$ cat src/rtl/figure_pkg.sv
// Types and constants shared by the figure motion controller and the figure drawing stage.
package figure_pkg;

  typedef enum logic [1:0] {GROUND, RISE, FALL} motion_state_t;

  localparam int          FIG_SCALE = 2;
  localparam int          SPRITE_W  = 26;
  localparam int          SPRITE_H  = 26;
  localparam logic [11:0] BG_COLOR  = 12'h452;

  localparam int POS_W  = 12;
  localparam int CALC_W = 13;
  localparam int VEL_W  = 5;

endpackage

$ cat src/rtl/frame_tick_gen.sv
// Vsync rising-edge detector: one-cycle frame tick, synchronous active-high reset.
module frame_tick_gen (
  input  logic clk,
  input  logic rst,
  input  logic i_vsync,
  output logic o_tick
);

  logic r_vsync_q;

  always_ff @(posedge clk) begin
    if (rst) r_vsync_q <= 1'b0;
    else     r_vsync_q <= i_vsync;
  end

  assign o_tick = i_vsync & ~r_vsync_q;

endmodule

$ cat src/rtl/figure_motion_ctrl.sv
// Per-frame walk/jump physics for one player figure; positions change only on frame ticks.
module figure_motion_ctrl
  import figure_pkg::*;
#(
  parameter int FIG_W   = 52,
  parameter int FIG_H   = 52,
  parameter int X_MIN   = 0,
  parameter int X_MAX   = 1024,
  parameter int Y_MIN   = 0,
  parameter int FLOOR_Y = 700,
  parameter int START_X = 100,
  parameter int H_STEP  = 3,
  parameter int JUMP_V  = 12,
  parameter int GRAVITY = 1,
  parameter int V_MAX   = 12
) (
  input  logic        clk,
  input  logic        rst,
  input  logic        vsync,
  input  logic        move_left,
  input  logic        move_right,
  input  logic        jump,
  output logic [11:0] rect_posx,
  output logic [11:0] rect_posy,
  output logic        facing,
  output logic        airborne
);

  localparam logic signed [CALC_W-1:0] C_XMIN  = CALC_W'(X_MIN);
  localparam logic signed [CALC_W-1:0] C_XHI   = CALC_W'(X_MAX - FIG_W);
  localparam logic signed [CALC_W-1:0] C_YMIN  = CALC_W'(Y_MIN);
  localparam logic signed [CALC_W-1:0] C_FLOOR = CALC_W'(FLOOR_Y);
  localparam logic signed [CALC_W-1:0] C_HSTEP = CALC_W'(H_STEP);
  localparam logic [VEL_W-1:0]         C_JV    = VEL_W'(JUMP_V);
  localparam logic [VEL_W-1:0]         C_G     = VEL_W'(GRAVITY);
  localparam logic [VEL_W-1:0]         C_VMAX  = VEL_W'(V_MAX);

  logic                       w_tick;
  motion_state_t              r_state, w_state_nxt;
  logic [VEL_W-1:0]           r_vel, w_vel_nxt;
  logic                       r_armed, w_armed_nxt;
  logic [POS_W-1:0]           w_x_nxt, w_y_nxt;
  logic                       w_face_nxt;
  logic signed [CALC_W-1:0]   w_x13, w_xl, w_xr, w_y13, w_up, w_dn, w_vel13;
  logic [VEL_W:0]             w_vel_inc;

  frame_tick_gen u_tick (
    .clk    (clk),
    .rst    (rst),
    .i_vsync(vsync),
    .o_tick (w_tick)
  );

  always_comb begin
    w_x13     = signed'({1'b0, rect_posx});
    w_y13     = signed'({1'b0, rect_posy});
    w_vel13   = signed'({{(CALC_W-VEL_W){1'b0}}, r_vel});
    w_xl      = w_x13 - C_HSTEP;
    w_xr      = w_x13 + C_HSTEP;
    w_up      = w_y13 - w_vel13;
    w_dn      = w_y13 + w_vel13;
    w_vel_inc = {1'b0, r_vel} + {1'b0, C_G};

    w_x_nxt     = rect_posx;
    w_y_nxt     = rect_posy;
    w_face_nxt  = facing;
    w_state_nxt = r_state;
    w_vel_nxt   = r_vel;
    w_armed_nxt = r_armed;

    if (w_tick) begin
      if (move_left && !move_right) begin
        w_x_nxt    = (w_xl < C_XMIN) ? C_XMIN[POS_W-1:0] : w_xl[POS_W-1:0];
        w_face_nxt = 1'b1;
      end else if (move_right && !move_left) begin
        w_x_nxt    = (w_xr > C_XHI) ? C_XHI[POS_W-1:0] : w_xr[POS_W-1:0];
        w_face_nxt = 1'b0;
      end

      unique case (r_state)
        GROUND: begin
          if (jump && r_armed) begin
            w_state_nxt = RISE;
            w_vel_nxt   = C_JV;
            w_armed_nxt = 1'b0;
          end
        end
        RISE: begin
          // Ceiling clamp zeroes vel, so the gravity test below also lands in FALL.
          if (w_up < C_YMIN) w_y_nxt = C_YMIN[POS_W-1:0];
          else               w_y_nxt = w_up[POS_W-1:0];
          if (w_up < C_YMIN || r_vel <= C_G) begin
            w_vel_nxt   = '0;
            w_state_nxt = FALL;
          end else begin
            w_vel_nxt = r_vel - C_G;
          end
        end
        FALL: begin
          if (w_dn >= C_FLOOR) begin
            w_y_nxt     = C_FLOOR[POS_W-1:0];
            w_vel_nxt   = '0;
            w_state_nxt = GROUND;
          end else begin
            w_y_nxt   = w_dn[POS_W-1:0];
            w_vel_nxt = (w_vel_inc > {1'b0, C_VMAX}) ? C_VMAX : w_vel_inc[VEL_W-1:0];
          end
        end
        default: w_state_nxt = GROUND;
      endcase

      if (!jump) w_armed_nxt = 1'b1;
    end
  end

  always_ff @(posedge clk) begin
    if (rst) begin
      rect_posx <= POS_W'(START_X);
      rect_posy <= POS_W'(FLOOR_Y);
      facing    <= 1'b0;
      airborne  <= 1'b0;
      r_state   <= GROUND;
      r_vel     <= '0;
      r_armed   <= 1'b1;
    end else begin
      rect_posx <= w_x_nxt;
      rect_posy <= w_y_nxt;
      facing    <= w_face_nxt;
      airborne  <= (w_state_nxt != GROUND);
      r_state   <= w_state_nxt;
      r_vel     <= w_vel_nxt;
      r_armed   <= w_armed_nxt;
    end
  end

endmodule

$ cat config.mk
export PLATFORM = sky130hd
export DESIGN_NAME = figure_motion_ctrl
export DESIGN_NICKNAME = d
export VERILOG_FILES = /design/src/rtl/figure_pkg.sv /design/src/rtl/frame_tick_gen.sv /design/src/rtl/figure_motion_ctrl.sv
export SDC_FILE = /design/constraint.sdc
export NUM_CORES = 1
export LEC_CHECK = 0
export CAP_MARGIN = 30
export CELL_PAD_IN_SITES_DETAIL_PLACEMENT = 1
export CELL_PAD_IN_SITES_GLOBAL_PLACEMENT = 2
export CORE_MARGIN = 3
export CORE_UTILIZATION = 30
export CTS_CLUSTER_SIZE = 14
export DETAILED_ROUTE_END_ITERATION = 8
export GPL_ROUTABILITY_DRIVEN = 0
export PLACE_DENSITY = 0.71
export SYNTH_ARGS = -nofsm -noshare
export SYNTH_HDL_FRONTEND = slang
export SYNTH_SLANG_ARGS = --single-unit
$ cat constraint.sdc
create_clock -name clk -period 4.5 [get_ports clk]
set_clock_uncertainty 0.2 [all_clocks]
set_input_delay 0.9 -clock clk [delete_from_list [all_inputs] [get_ports clk]]
set_output_delay 0.9 -clock clk [all_outputs]
set_load 0.02 [all_outputs]
# Word level (Yosys, flattened, before mapping)
# Cells that the tools add are included.
[word_totals]
ff_bits = 35
latchBits = 0
mem_bits_rw = 0
romBits = 0
input_bits = 6
output_inout_bits = 26
elab_cells = 64
n_memories = 0
[op_classes]
addsub = 6
mul = 0
n_div = 0
magnitude_cmp = 6
eq_ne = 5
shifts = 0
mux = 22
bitwise = 2
n_reduce_logical = 15
[op_table]
columns = ["cell", "n"]
rows = [
  ["$mux 12", 6],
  ["$lt 13x1->1 const B", 2],
  ["$pmux 12 s2", 1],
  ["$mux 5", 4],
  ["$pmux 5 s3", 1],
  ["$add 12x2->13 const B", 1],
  ["$add 12x5->13", 1],
  ["$ge 13x11->1 const B", 1],
  ["$gt 13x11->1 const B", 1],
  ["$sub 12x2->13 const B", 1],
  ["$sub 12x5->13", 1],
  ["$mux 2", 4],
  ["$add 5x1->6 const B", 1],
  ["$gt 6x4->1 const B", 1],
  ["$pmux 2 s3", 1],
  ["$reduce_and 3->1", 2],
  ["$reduce_bool 2->1", 3],
  ["$le 5x1->1 const B", 1],
  ["$mux 1", 5],
  ["$sub 5x1->5 const B", 1],
  ["$ne 2x1->1 const B", 2],
  ["$reduce_and 2->1", 2],
  ["$logic_and 1x1->1", 3],
  ["$reduce_bool 3->1", 1],
  ["other kinds (8)", 9],
]

# Logic depth before layout (Yosys ltp)
# Gate-level depths: netlist of the first run.
[logic_depth]
depth_word = 7
ltp_mapped = 12
mapped_depth_nobuf = 11

# Modules after synthesis
# A second synthesis of the first run with hierarchy kept.
[hier_totals]
cells_unflattened = 455
area_unflattened_um2 = 3469.6
[modules_own_cells]
columns = ["module", "instances", "cells_each", "area_each_um2", "seq_area_each_um2"]
rows = [
  ["figure_motion_ctrl", 1, 452, 3422.0, 680.7],
  ["frame_tick_gen", 1, 3, 47.5, 20.0],
]

# Worst setup path before layout of the first run
# OpenSTA, ideal clock, no wires.
[synth_path]
path_type = "register to register"
startpoint = "register rect_posy[0]"
endpoint = "register rect_posy[5]"
setup_ns = 0.129
arrival_ns = 2.687
t_required_ns = 4.171
path_slack_ns = 1.483
stages_incl_launch_ff = 11
path_buffers = 1
synth_period_minus_slack_ns = 3.017
path_cell_list = "dfxtp_1 ha_1 fa_1 nor2b_1 o211ai_1 a21boi_0 o22a_1 a2111oi_4 or3_1 clkbuf_1 a31oi_1"
[synth_between]
elab_chain_len = 4
word_cells_on_any_way = 7
cone_classes = "add/sub: 2; order compare: 2; mux: 3"
[synth_rtl]
columns = ["element", "line", "source"]
rows = [
  ["start: declaration", "figure_motion_ctrl.sv:24", "output logic [11:0] rect_posy,"],
  ["start signal: assignment", "figure_motion_ctrl.sv:119", "rect_posy <= POS_W'(FLOOR_Y);"],
  ["start signal: assignment", "figure_motion_ctrl.sv:127", "rect_posy <= w_y_nxt;"],
  ["$add 12x5->13 / $sub 12x5->13 (equally long branches)", "figure_motion_ctrl.sv:61, figure_motion_ctrl.sv:60", ""],
  ["$ge 13x11->1 / $lt 13x1->1 (equally long branches)", "figure_motion_ctrl.sv:100, figure_motion_ctrl.sv:90", ""],
  ["$mux 12 (on tied branches)", "figure_motion_ctrl.sv:100, figure_motion_ctrl.sv:90", ""],
  ["$pmux 12 s2 (*)", "figure_motion_ctrl.sv:80", "unique case (r_state)"],
]
# Every way passes the cells marked *; elsewhere a longest branch is shown, timed or not.
# A chain may end at the register's enable or synchronous reset.

# Worst setup path in the final report of the first run
[layout_path]
startpoint = "register r_vel[0]"
endpoint = "register rect_posy[5]"
[layout_between]
elab_chain_len = 4
word_cells_on_any_way = 7
cone_classes = "add/sub: 2; order compare: 2; mux: 3"
[layout_rtl]
columns = ["element", "line", "source"]
rows = [
  ["start: declaration", "figure_motion_ctrl.sv:40", "logic [VEL_W-1:0] r_vel, w_vel_nxt;"],
  ["start signal: assignment", "figure_motion_ctrl.sv:131", "r_vel <= w_vel_nxt;"],
  ["$add 12x5->13 / $sub 12x5->13 (equally long branches)", "figure_motion_ctrl.sv:61, figure_motion_ctrl.sv:60", ""],
  ["$ge 13x11->1 / $lt 13x1->1 (equally long branches)", "figure_motion_ctrl.sv:100, figure_motion_ctrl.sv:90", ""],
  ["$mux 12 (on tied branches)", "figure_motion_ctrl.sv:100, figure_motion_ctrl.sv:90", ""],
  ["$pmux 12 s2 (*)", "figure_motion_ctrl.sv:80", ""],
]
# Marks and branches as above.

==> summary by stage, run 1 <==
Logic synthesis
The fraction of synthesized cell area taken by the top area cell type is a little over 20%. The count of distinct cell types in the synthesized netlist is between 60 and 70. The number of enable flip-flop cells after synthesis is 0. Of all cell types, the one taking the most synthesized area is sky130_fd_sc_hd__dfxtp_1. The flop and latch count out of synthesis is 35. Ranked by total cell area, the synthesized netlist is headed by sky130_fd_sc_hd__dfxtp_1 21%, sky130_fd_sc_hd__ha_1 8.2%, sky130_fd_sc_hd__nor2_1 5.1%, sky130_fd_sc_hd__a21oi_1 5.0%, sky130_fd_sc_hd__o21ai_0 4.5%. Yosys printed 0 warnings. The mean post-synth cell area is 7.28 µm².

The number of nets produced by synthesis is 493. The adder-cell share of the synthesized area is a little under a tenth. The post-synthesis instance total is 463.

Of the synthesized area, sequential elements account for 20.8%. The mapped netlist covers 3370 µm². The synthesized netlist devotes 32.5% of its cell area to compound gates. The proportion of synthesized area in mux cells is less than 1%. The commonest register cell after synthesis is sky130_fd_sc_hd__dfxtp_1. By area, the combinational part of the netlist is dominated by compound AO/OA/AOI/OAI gates. For this run, asynchronously set or reset flops after synthesis account for 0%.

Of the total synthesized cell area, the portion taken by AND, OR, NAND and NOR gates is about a quarter. The synthesized-area fraction occupied by xor and xnor cells is 4.42%.

Layout
The final-layout fill cell count is around 1400. The post-layout instance count excluding filler cells is 614. The synthesis-to-layout area growth is 14.8%. The number of antenna diodes in the final layout is 0.

The fraction of layout cells with a size suffix above 1 is under 10%. The number of nets in the finished design is 503.

Timing
Setup violations remaining at the end of the flow were counted as 0. The max-slew violation count is 0. At the pin with the least slew margin, the transition time is 0.802 ns.

The accumulated negative setup slack is 0 ns. In this run the tightest slew margin relative to its limit is 46.1%. The worst hold margin is between 0.2 and 0.3 ns. Setup repair after global routing left no endpoint under its margin. The maximum clock rate is about 290 MHz. The share of the clock period used by the worst path is 77.7%.

The post-layout minimum cycle time is 3.50 ns. The final-report hold violation count is 0. The setup slack after layout is roughly 1.0 ns.

Clock network
The post-cts hold buffer count is 0. The clock net in this run drives a total of 35 sinks. The number of H-tree levels is 2.

The CTS clock-pin slew for the worst setup and hold paths is 0.06 ns. TritonCTS created 5 clock buffers. In this run, post-CTS repair resized a total of 0 instances. The insertion delay to the later sink of the worst-skew pair is 0.28 ns.

The total setup buffers inserted after CTS is 0. The cell sitting at the root of the clock tree is a sky130_fd_sc_hd__clkbuf_16. TritonCTS built the clock tree.

The maximum count of clock buffers along a single path is 2.

Run
The number of violations of the max-capacitance limit is 0.

Floorplan
The die covers 12500 µm². The number of standard-cell rows in the floorplan is 38. The floorplan core area is 10900 µm². During I/O placement, the number of pins put on the boundary was 32. The die boundary width is 112 µm. The initial utilization of the core area, before any placement, comes to 30.8%.

From bottom edge to top edge, the die measures 112 µm.

Detailed routing
Dividing the detail-routed via count by the number of cells gives 5.78. The number of vias in the routed layout is 3548. After detailed routing, the total wire length is 11600 µm. The met3 wirelength from detailed routing is 329 µm. Before antenna repair, the detailed router went through 4 iterations. The top routing layer in use is met4. Once detail routing completed, the nets flagged for antenna violations numbered 0.

The total length of routed met2 wires is ~5500 µm. For this block, wires on met1 add up to 5640 µm. The average wire per cell in the routed design is 19.0 µm. The residual DRC count is 0.

For this block, the initial DRC count from the detailed router was 189.

Placed design
The minimum setup slack after placement is around 1.0 ns. The count of buffers added on input and output ports is 31. The placed wire-length estimate is 8420 µm. The cell count after placement is 606.

Critical path
The worst setup path is launched from a register. The worst setup path is captured at a register. The highest net fanout along the worst path is 12. The arrival time of data at the critical path endpoint is 3.45 ns.

The required time of the worst setup path is 4.46 ns. The critical path is of the register to register type.

Power
The worst-case vdd ir drop is between 0.1 and 0.15 mV. The leakage power total is 1.34 nW. Power spread over the standard cell area amounts to between 200 and 250 nW/µm².

Min path
In this run the worst hold path is classified as register to register.

Global route
The maximum number of pins on one net before global-route repair is 22. The combined global-route utilization of all metal layers is 18.8%. The initial antenna violation count was 0. For this run the aggregate overflow at the end of global routing stands at 0. The via count of the first global-routing pass is 3634. The first-pass GRT wire length is just under 20000 µm.

Run status
The run finished with clean final reports.
metrics by stage:
stage,util (%),power (mW),cell area (µm²)
2_1_floorplan,-,0.520,3370
3_3_place_gp,34.1,0.595,3730
3_5_place_dp,34.1,0.596,3730
4_1_cts,35.4,0.954,3870
5_1_grt,35.4,0.999,3870
6_report,35.4,0.945,3870
layout by cell type, fill, tap and decap left out, types with 10 or more instances in the layout:
cell type                         instances
sky130_fd_sc_hd__a21oi_1                 34
sky130_fd_sc_hd__clkdlybuf4s50_1         31
sky130_fd_sc_hd__dfxtp_1                 35
sky130_fd_sc_hd__ha_1                    22
sky130_fd_sc_hd__inv_1                   21
sky130_fd_sc_hd__nand2_1                 35
sky130_fd_sc_hd__nor2_1                  46
sky130_fd_sc_hd__nor3_1                  21
sky130_fd_sc_hd__o211ai_1                18
sky130_fd_sc_hd__o21ai_0                 30
sky130_fd_sc_hd__o21ai_1                 10
sky130_fd_sc_hd__xnor2_1                 10
layer usage:
layer / GRT usage, % / vias up
li1: - / 1738
met1: 25.5 / 1734
met2: 31.7 / 58
met3: 2.75 / 18
met4: 4.41 / 0
met5: 0 / -
state kept, by name, summed over array words and instances (netlist names):
name,count
rect_posx,12
rect_posy,12
r_armed,1
r_vel,5
airborne,1
u_tick.r_vsync_q,1
facing,1
r_state,2
synth_stat cells (5+ instances only):
library cell,n
sky130_fd_sc_hd__nand4_1,6
sky130_fd_sc_hd__nand2_1,35
sky130_fd_sc_hd__xor2_1,7
sky130_fd_sc_hd__xnor2_1,10
sky130_fd_sc_hd__nand3_1,8
sky130_fd_sc_hd__buf_2,6
sky130_fd_sc_hd__nor2_1,46
sky130_fd_sc_hd__nor3_1,21
sky130_fd_sc_hd__inv_1,21
sky130_fd_sc_hd__o21ai_0,30
sky130_fd_sc_hd__or3_1,6
sky130_fd_sc_hd__ha_1,22
sky130_fd_sc_hd__and3_1,5
sky130_fd_sc_hd__o22ai_1,8
sky130_fd_sc_hd__o21ai_1,10
sky130_fd_sc_hd__clkbuf_1,21
sky130_fd_sc_hd__nor2b_1,6
sky130_fd_sc_hd__nor4_1,6
sky130_fd_sc_hd__dfxtp_1,35
sky130_fd_sc_hd__a21oi_1,34
sky130_fd_sc_hd__o211ai_1,18
sky130_fd_sc_hd__a31oi_1,7
sky130_fd_sc_hd__nand2b_1,8
final timing paths:
path,start,end,slack [ns],cells past startpoint
worst max-delay path,r_vel[0],rect_posy[5],1.00,9
worst min-delay path,facing,facing,0.26,2
worst max register to register,r_vel[0],rect_posy[5],1.00,9
worst min register to register,facing,facing,0.26,2
critical path: stages, from the launching register on:
cell and delay (ns):
sky130_fd_sc_hd__dfxtp_1 0.43, sky130_fd_sc_hd__ha_1 0.30, sky130_fd_sc_hd__fa_1 0.47, sky130_fd_sc_hd__nor2b_1 0.21, sky130_fd_sc_hd__o211ai_1 0.37, sky130_fd_sc_hd__a21boi_0 0.16, sky130_fd_sc_hd__o22a_1 0.26, sky130_fd_sc_hd__a2111oi_4 0.48
sky130_fd_sc_hd__or3_1 0.36, sky130_fd_sc_hd__a31oi_1 0.12
power breakdown:
| part | switching, mW | internal (mW) | total [mW] |
|---|---|---|---|
| clock | 0.150 | 0.205 | 0.355 |
| combinational | 0.144 | 0.0931 | 0.238 |
| sequential | 0.0300 | 0.322 | 0.352 |
| total | 0.325 | 0.620 | 0.945 |
cells by family after synthesis:
family	Yosys count
AO/OA/AOI/OAI	160
XOR/XNOR	17
multiplexers	1
adder cells (fa/ha/maj)	24
flip-flops	35
AND/OR/NAND/NOR	168
buffers and inverters	58
final cells by class:
cell class | count | area (µm²) | share of cell area (%)
repair buffers | 35 | 340 | 8.79
clock buffers | 6 | 129 | 3.33
inverters | 26 | 97.6 | 2.52
multi-input cells | 370 | 2420 | 62.4
well taps | 140 | 175 | 4.52
flip-flops and latches | 35 | 701 | 18.1
clock inverters | 2 | 12.5 | 0.323
Power figures use the tool's default switching activity.
==> run 2, diff against run 1 <==
--- a/config.mk
+++ b/config.mk
@@ -13,7 +13,7 @@
 export CTS_CLUSTER_SIZE = 14
 export DETAILED_ROUTE_END_ITERATION = 8
 export GPL_ROUTABILITY_DRIVEN = 0
-export PLACE_DENSITY = 0.71
+export PLACE_DENSITY = 0.74
 export SYNTH_ARGS = -nofsm -noshare
 export SYNTH_HDL_FRONTEND = slang
 export SYNTH_SLANG_ARGS = --single-unit
==> constraint.sdc (replaced) <==
create_clock -name clk -period 3.1 [get_ports clk]
set_clock_uncertainty 0.2 [all_clocks]
set_input_delay 0.62 -clock clk [delete_from_list [all_inputs] [get_ports clk]]
set_output_delay 0.62 -clock clk [all_outputs]
set_load 0.02 [all_outputs]
==> summary by stage, run 2 (synthesized netlist as in run 1, its figures left out) <==
Timing
The max-slew violation count is 0. The setup slack after layout is 0.0531 ns. Of the available clock period, the critical path in the final layout requires 98.3%.

Subtracting the final worst setup slack from the clock period gives 3.05 ns. Setup repair after global routing could not meet its margin everywhere. For the pin with the worst max-slew slack, the measured transition is 0.643 ns. The remaining max-slew budget at the tightest pin is 56.7%. Adding up every negative setup slack in the final design gives 0 ns. Timing would allow up to approximately 330 MHz. The final-report hold violation count is 0.

The count of endpoints failing setup in the final report is 0.

Placed design
The minimum setup slack after placement is -0.0316 ns. After detailed placement, the design holds a cell count of ~650. The placed wire-length estimate is 9320 µm. The number of buffers inserted by port buffering is 31.

Global route
The first global-routing pass estimated 20100 µm of wire. The via count of the first global-routing pass is 3747. The combined global-route utilization of all metal layers is between 15 and 20%. Entering global routing, the biggest net connects 22 pins. For this run the aggregate overflow at the end of global routing stands at 0.

The initial antenna violation count came to 0.

Detailed routing
The residual DRC count is 0. The routed layout has around 3700 vias. The top routing layer in use is met4. The first-iteration detailed-routing DRC count is 240.

The total wirelength of the detailed-routed design is between 10000 and 15000 µm. The average wire per cell in the routed design is roughly 19 µm. The met3 wirelength from detailed routing is 445 µm. After detailed routing, the number of vias per cell comes to ~5.7. For this run, the detailed router's first-pass iteration total came to 4.

Once detail routing completed, the nets flagged for antenna violations numbered 0. The routed metal-1 wirelength is 6140 µm. The total length of routed met2 wires is 5540 µm.

Critical path
The highest net fanout along the worst path is 6. STA puts the critical path data required time at 3.11 ns. Counting both buffers and inverters, the worst setup path holds a total of 1. In this run the number of cells on the critical path is 9.

The critical path goes through ha_4, fa_2, nor2b_4, or4_1, o211ai_1, a2111oi_4, buf_4, or3_4, a31oi_1. The kind of capture point of the worst setup path is a register. The slowest stage cell on the critical path is sky130_fd_sc_hd__or4_1. The cell class contributing the biggest share of worst-path delay is simple AND/OR/NAND/NOR gates. The delay of the slowest cell on the worst path is 0.53 ns.

Data on the critical path arrives at its endpoint at roughly 3.1 ns. STA classifies the critical path startpoint as a register. The critical path is of the register to register type. Measured in cells, the most critical reg-to-reg path has a length of 9.

Floorplan
The floorplan core area is 10900 µm². The die boundary width is 112 µm. Once the floorplan was initialized, standard cells occupied 30.8% of the core. The top-level I/O count is 32. The height of the chip is 112 µm. The die covers 12500 µm². After floorplanning, the core was divided into 38 placement rows.

Clock network
The number of clock sinks is 35. The maximum count of clock buffers along a single path is 2. The CTS root buffer is sky130_fd_sc_hd__clkbuf_16. The CTS clock-pin slew for the worst setup and hold paths is 0.06 ns.

Clock latency on the worst-skew pair, taken at its later pin, is 0.28 ns. For this design, the CTS-stage hold fixing added 0 buffers. The clock tree from TritonCTS is yes. Clock tree synthesis inserted a total of 5 buffers. The H-tree was split into 2 levels.

Power
In this run the power density over the cells is 335 nW/µm². The completed layout was analyzed and its total power is 1.43 mW. The analysis attributes to cell leakage a power of 1.56 nW.

The worst-case vdd ir drop is 0.185 mV.

Min path
The tightest min-delay check is of the register to register type. The number of cells on the worst hold path is 2.

Layout
The post-layout instance count excluding filler cells is 658. The most common cell after layout, fill and taps aside is sky130_fd_sc_hd__buf_4. In the layout the commonest cells are 49 x sky130_fd_sc_hd__buf_4, 46 x sky130_fd_sc_hd__nor2_1, 35 x sky130_fd_sc_hd__nand2_1. The area growth from synthesis to layout is 26.4%.

The number of nets in the finished design is 548. In the final layout, the share of cells above drive strength 1 is 15.3%. The largest registers in the layout are rect_posx: 12 flops, rect_posy: 12 flops, r_vel: 5 flops. The number of antenna diodes in the final layout is 0. After filler insertion, the fill cell instance count of the layout stands at 1363.

Run
The number of violations of the max-capacitance limit is 0.

Run status
The flow ran to the end, and the final reports show no timing, DRC or antenna violations.
## run 2: area by class of cell
type,instances,area [µm²],share of cell area [%]
flip-flops and latches,35,702,16.5
repair buffers,80,678,15.9
clock inverters,1,5.00,0.117
well taps,140,175,4.11
clock buffers,6,139,3.26
inverters,26,97.6,2.29
multi-input cells,370,2460,57.8
## run 2: repair_timing
item                                    4_1_cts  5_1_grt
endpoints found under the hold margin         0        0
buffers inserted                              0        3
pin swaps                                     2        7
endpoints found under the setup margin        7       18
gates resized for setup                       2       12
## run 2: worst reg2reg max path, stage by stage, from the launching register on
cell and delay, ns:
sky130_fd_sc_hd__dfxtp_1 0.33, sky130_fd_sc_hd__ha_4 0.17, sky130_fd_sc_hd__fa_2 0.34, sky130_fd_sc_hd__nor2b_4 0.14
sky130_fd_sc_hd__or4_1 0.53, sky130_fd_sc_hd__o211ai_1 0.31, sky130_fd_sc_hd__a2111oi_4 0.12, sky130_fd_sc_hd__buf_4 0.18
sky130_fd_sc_hd__or3_4 0.46, sky130_fd_sc_hd__a31oi_1 0.19
## run 2: where the power goes
group	internal, mW	switching, mW
logic	0.175	0.243
registers	0.468	0.0246
clock network	0.314	0.205
total	0.957	0.472
## run 2: layer usage
metal	global-route usage, %	up-vias
li1	-	1819
met1	28.2	1821
met2	30.0	65
met3	2.53	14
met4	4.81	0
met5	0	-
## run 2: path summary, 6_finish.rpt
path,start,endpoint,slack (ns)
setup / recovery,rect_posy[0],rect_posy[9],0.05
hold / removal,facing,facing,0.26
setup reg to reg,rect_posy[0],rect_posy[9],0.05
hold reg to reg,facing,facing,0.26
## run 2: through the flow
stage / utilization (%) / area, µm² / hold slack (ns)
floorplan: - / 3370 / 0.269
global route: 39.0 / 4260 / 0.291
global placement: 37.1 / 4050 / 0.253
CTS: 38.4 / 4200 / 0.263
finish: 39.0 / 4260 / 0.259
detailed placement: 37.1 / 4050 / 0.254
==> run 3, diff against run 2 <==
--- a/config.mk
+++ b/config.mk
@@ -14,6 +14,7 @@
 export DETAILED_ROUTE_END_ITERATION = 8
 export GPL_ROUTABILITY_DRIVEN = 0
 export PLACE_DENSITY = 0.74
+export SETUP_SLACK_MARGIN = 0.4
 export SYNTH_ARGS = -nofsm -noshare
 export SYNTH_HDL_FRONTEND = slang
 export SYNTH_SLANG_ARGS = --single-unit
==> summary by stage, run 3 (synthesized netlist as in run 1, its figures left out) <==
Run status
The flow ran to the end, and the final reports show no timing, DRC or antenna violations.

Critical path
Together, buffers and inverters on the worst path number 1. Grouping stages by cell kind, the critical path spends the most delay in simple AND/OR/NAND/NOR gates. STA classifies the critical path endpoint as a register. The required time of the worst setup path is 3.11 ns. The arrival time of data at the critical path endpoint is 2.90 ns. Traced cell by cell, the critical path runs through ha_4, fa_2, nor2b_4, or4_1, o211ai_1, a2111oi_4, buf_4, or3_4, a31oi_1. The highest net fanout along the worst path is 6.

The critical path is of the register to register type. The slowest stage cell on the critical path is sky130_fd_sc_hd__or4_1. The worst setup path is launched from a register. The largest single stage delay on the critical path is 0.48 ns.

Power
The part of the total power dissipated in sequential elements is 31.3%. Of the total power, the share spent switching nets is roughly 33%. Per report_power, the clock group accounts for 37.3% of the total.

The total chip power is 1.57 mW. The internal power is 1.06 mW. For this design the ratio of total power to cell area is 339 nW/µm². Summed over all nets, the switching power comes to approximately 510 µW.

The worst-case IR drop observed on VDD is 0.215 mV. Of the total power, combinational logic draws 31.4%. The leakage power total is 1.70 nW.

Layout
The fraction of layout cells with a size suffix above 1 is around 24%. The number of nets in the finished design is around 570. After filler insertion, the fill cell instance count of the layout stands at approximately 1300. The repair_antennas step left the layout with diodes totalling 0. The largest registers in the layout are rect_posx: 12 flops, rect_posy: 12 flops, r_vel: 5 flops. The synthesis-to-layout area growth is 37.3%. Leaving out fill and tap cells, the most frequent cells in the layout are 64 x sky130_fd_sc_hd__buf_4, 45 x sky130_fd_sc_hd__nor2_1, 35 x sky130_fd_sc_hd__nand2_1. The most common cell after layout, fill and taps aside is sky130_fd_sc_hd__buf_4.

The post-layout instance count excluding filler cells is 676.

Global route
Global routing used 19.9% of the available tracks. The first-pass GRT wire length is 20500 µm. The via count of the first global-routing pass is between 3000 and 4000. The final global-route overflow total is 0. The initial antenna violation count is 0. Entering global routing, the biggest net connects 20 pins.

Run
Max-cap violations in this run came to 0.

Timing
The max-slew violation count is 0. After layout, the worst path uses 93.0% of the clock period. Setup repair after global routing could not meet its margin everywhere. The maximum clock rate is 347 MHz. The worst path meets setup with between 0.2 and 0.25 ns of slack. The routed design could run at a clock period as short as about 2.9 ns. The pin slew with the least headroom to its limit is 0.633 ns. The final-report hold violation count is 0. The remaining max-slew budget at the tightest pin is between 50 and 60%. Setup violations remaining at the end of the flow were counted as 0. The accumulated negative setup slack is 0 ns.

Detailed routing
The detailed router put a total of 5740 µm of wire on met1. Across all layers, the routed design uses 3803 vias. Dividing the detail-routed wire length by the instance count gives 18.7 µm. The first-iteration detailed-routing DRC count is approximately 280.

The detail route stage leaves a number of antenna-violating nets equal to 0. The post-detailed-route via-to-cell ratio is 5.63. The total length of routed met2 wires is 6340 µm. The total wirelength of the detailed-routed design is 12700 µm. For this run, design rule violations remaining after detail routing come to 0. The highest metal layer carrying signal wires in the routed design is met4. For this run, the detailed router's first-pass iteration total came to 5. The met3 wirelength from detailed routing is 425 µm.

Floorplan
The number of standard-cell rows in the floorplan is 38. 32 I/O pins were placed. In this run the vertical extent of the chip is around 110 µm. The starting density of the core is 30.8%.

The die boundary width is around 110 µm. In this run the standard cell core region covers about 11000 µm². The die covers 12500 µm².

Clock network
The later pin in the worst-skew pair is clocked with a latency of 0.29 ns. Buffers inserted during clock tree synthesis total 5. The clock tree from TritonCTS is yes. The clock tree synthesis step divided the H-tree into 2 levels. The clock passes through at most 2 buffers. Clock-pin slew was measured on the worst setup and hold paths at ~0.06 ns.

Clock tree synthesis found a total of 35 sinks. The CTS root buffer is sky130_fd_sc_hd__clkbuf_16.

Min path
In this run the worst hold path is classified as register to register.

Placed design
During placement, the flow inserted port buffers numbering 31. The cell count after placement is 645. Summed over all nets, the half-perimeter wirelength after detailed placement is 9180 µm. Before CTS, the worst setup slack after placement is around 0.056 ns.
## run 3: changes by cell type in the layout (fill, tap and decap cells not counted), moves of 4 or more
cell                      before  now
sky130_fd_sc_hd__dfxtp_4       0    4
sky130_fd_sc_hd__a21oi_1      33   28
sky130_fd_sc_hd__buf_4        49   64
sky130_fd_sc_hd__ha_4          1    5
sky130_fd_sc_hd__dfxtp_1      34   28
sky130_fd_sc_hd__a21oi_2       1    6
## run 3: power by group through the flow
stage | Sequential (mW) | Clock, mW | Combinational (mW)
2_1_floorplan | 0.505 | 0 | 0.255
3_3_place_gp | 0.499 | 0 | 0.415
3_5_place_dp | 0.500 | 0 | 0.424
4_1_cts | 0.489 | 0.598 | 0.453
5_1_grt | 0.495 | 0.622 | 0.538
6_report | 0.491 | 0.586 | 0.493
## run 3: worst register-to-register path: cells and delay by family (launching register included)
family	cells	cell delay [ns]
fa+ha+maj	2	0.50
flops	1	0.35
simple gates	3	1.03
compound gates	3	0.56
buf+inv	1	0.16
## run 3: worst paths after layout
| kind | from | to | slack (ns) | cells after the start |
|---|---|---|---|---|
| max | rect_posy[0] | rect_posy[5] | 0.22 | 9 |
| min | facing | facing | 0.28 | 2 |
| max reg2reg | rect_posy[0] | rect_posy[5] | 0.22 | 9 |
| min reg2reg | facing | facing | 0.28 | 2 |
## run 3: repair_timing
action,4_1_cts,5_1_grt
setup endpoints to repair,24,26
setup buffers,14,9
gates resized for setup,20,27
pin swaps,22,15
hold buffers,0,0
## run 3: metal layers
layer	track usage, %	vias up
met5	0	-
met4	4.57	0
met3	2.91	13
met2	35.1	70
met1	25.9	1863
li1	-	1857
## run 3: stage by stage
stage          util, %  cell area (µm²)  hold slack (ns)
2_1_floorplan        -             3420            0.269
3_3_place_gp      37.2             4070            0.267
3_5_place_dp      37.2             4070            0.285
4_1_cts           40.4             4420            0.293
5_1_grt           42.3             4630            0.326
6_report          42.3             4630            0.284
## run 3: final cells by class
class | count | area [µm²] | area share (%)
multi-input cells | 370 | 2660 | 57.4
repair buffers | 97 | 813 | 17.6
flip-flops and latches | 35 | 719 | 15.5
well taps | 140 | 175 | 3.78
clock buffers | 7 | 164 | 3.54
inverters | 26 | 97.6 | 2.11
clock inverters | 1 | 5.00 | 0.108
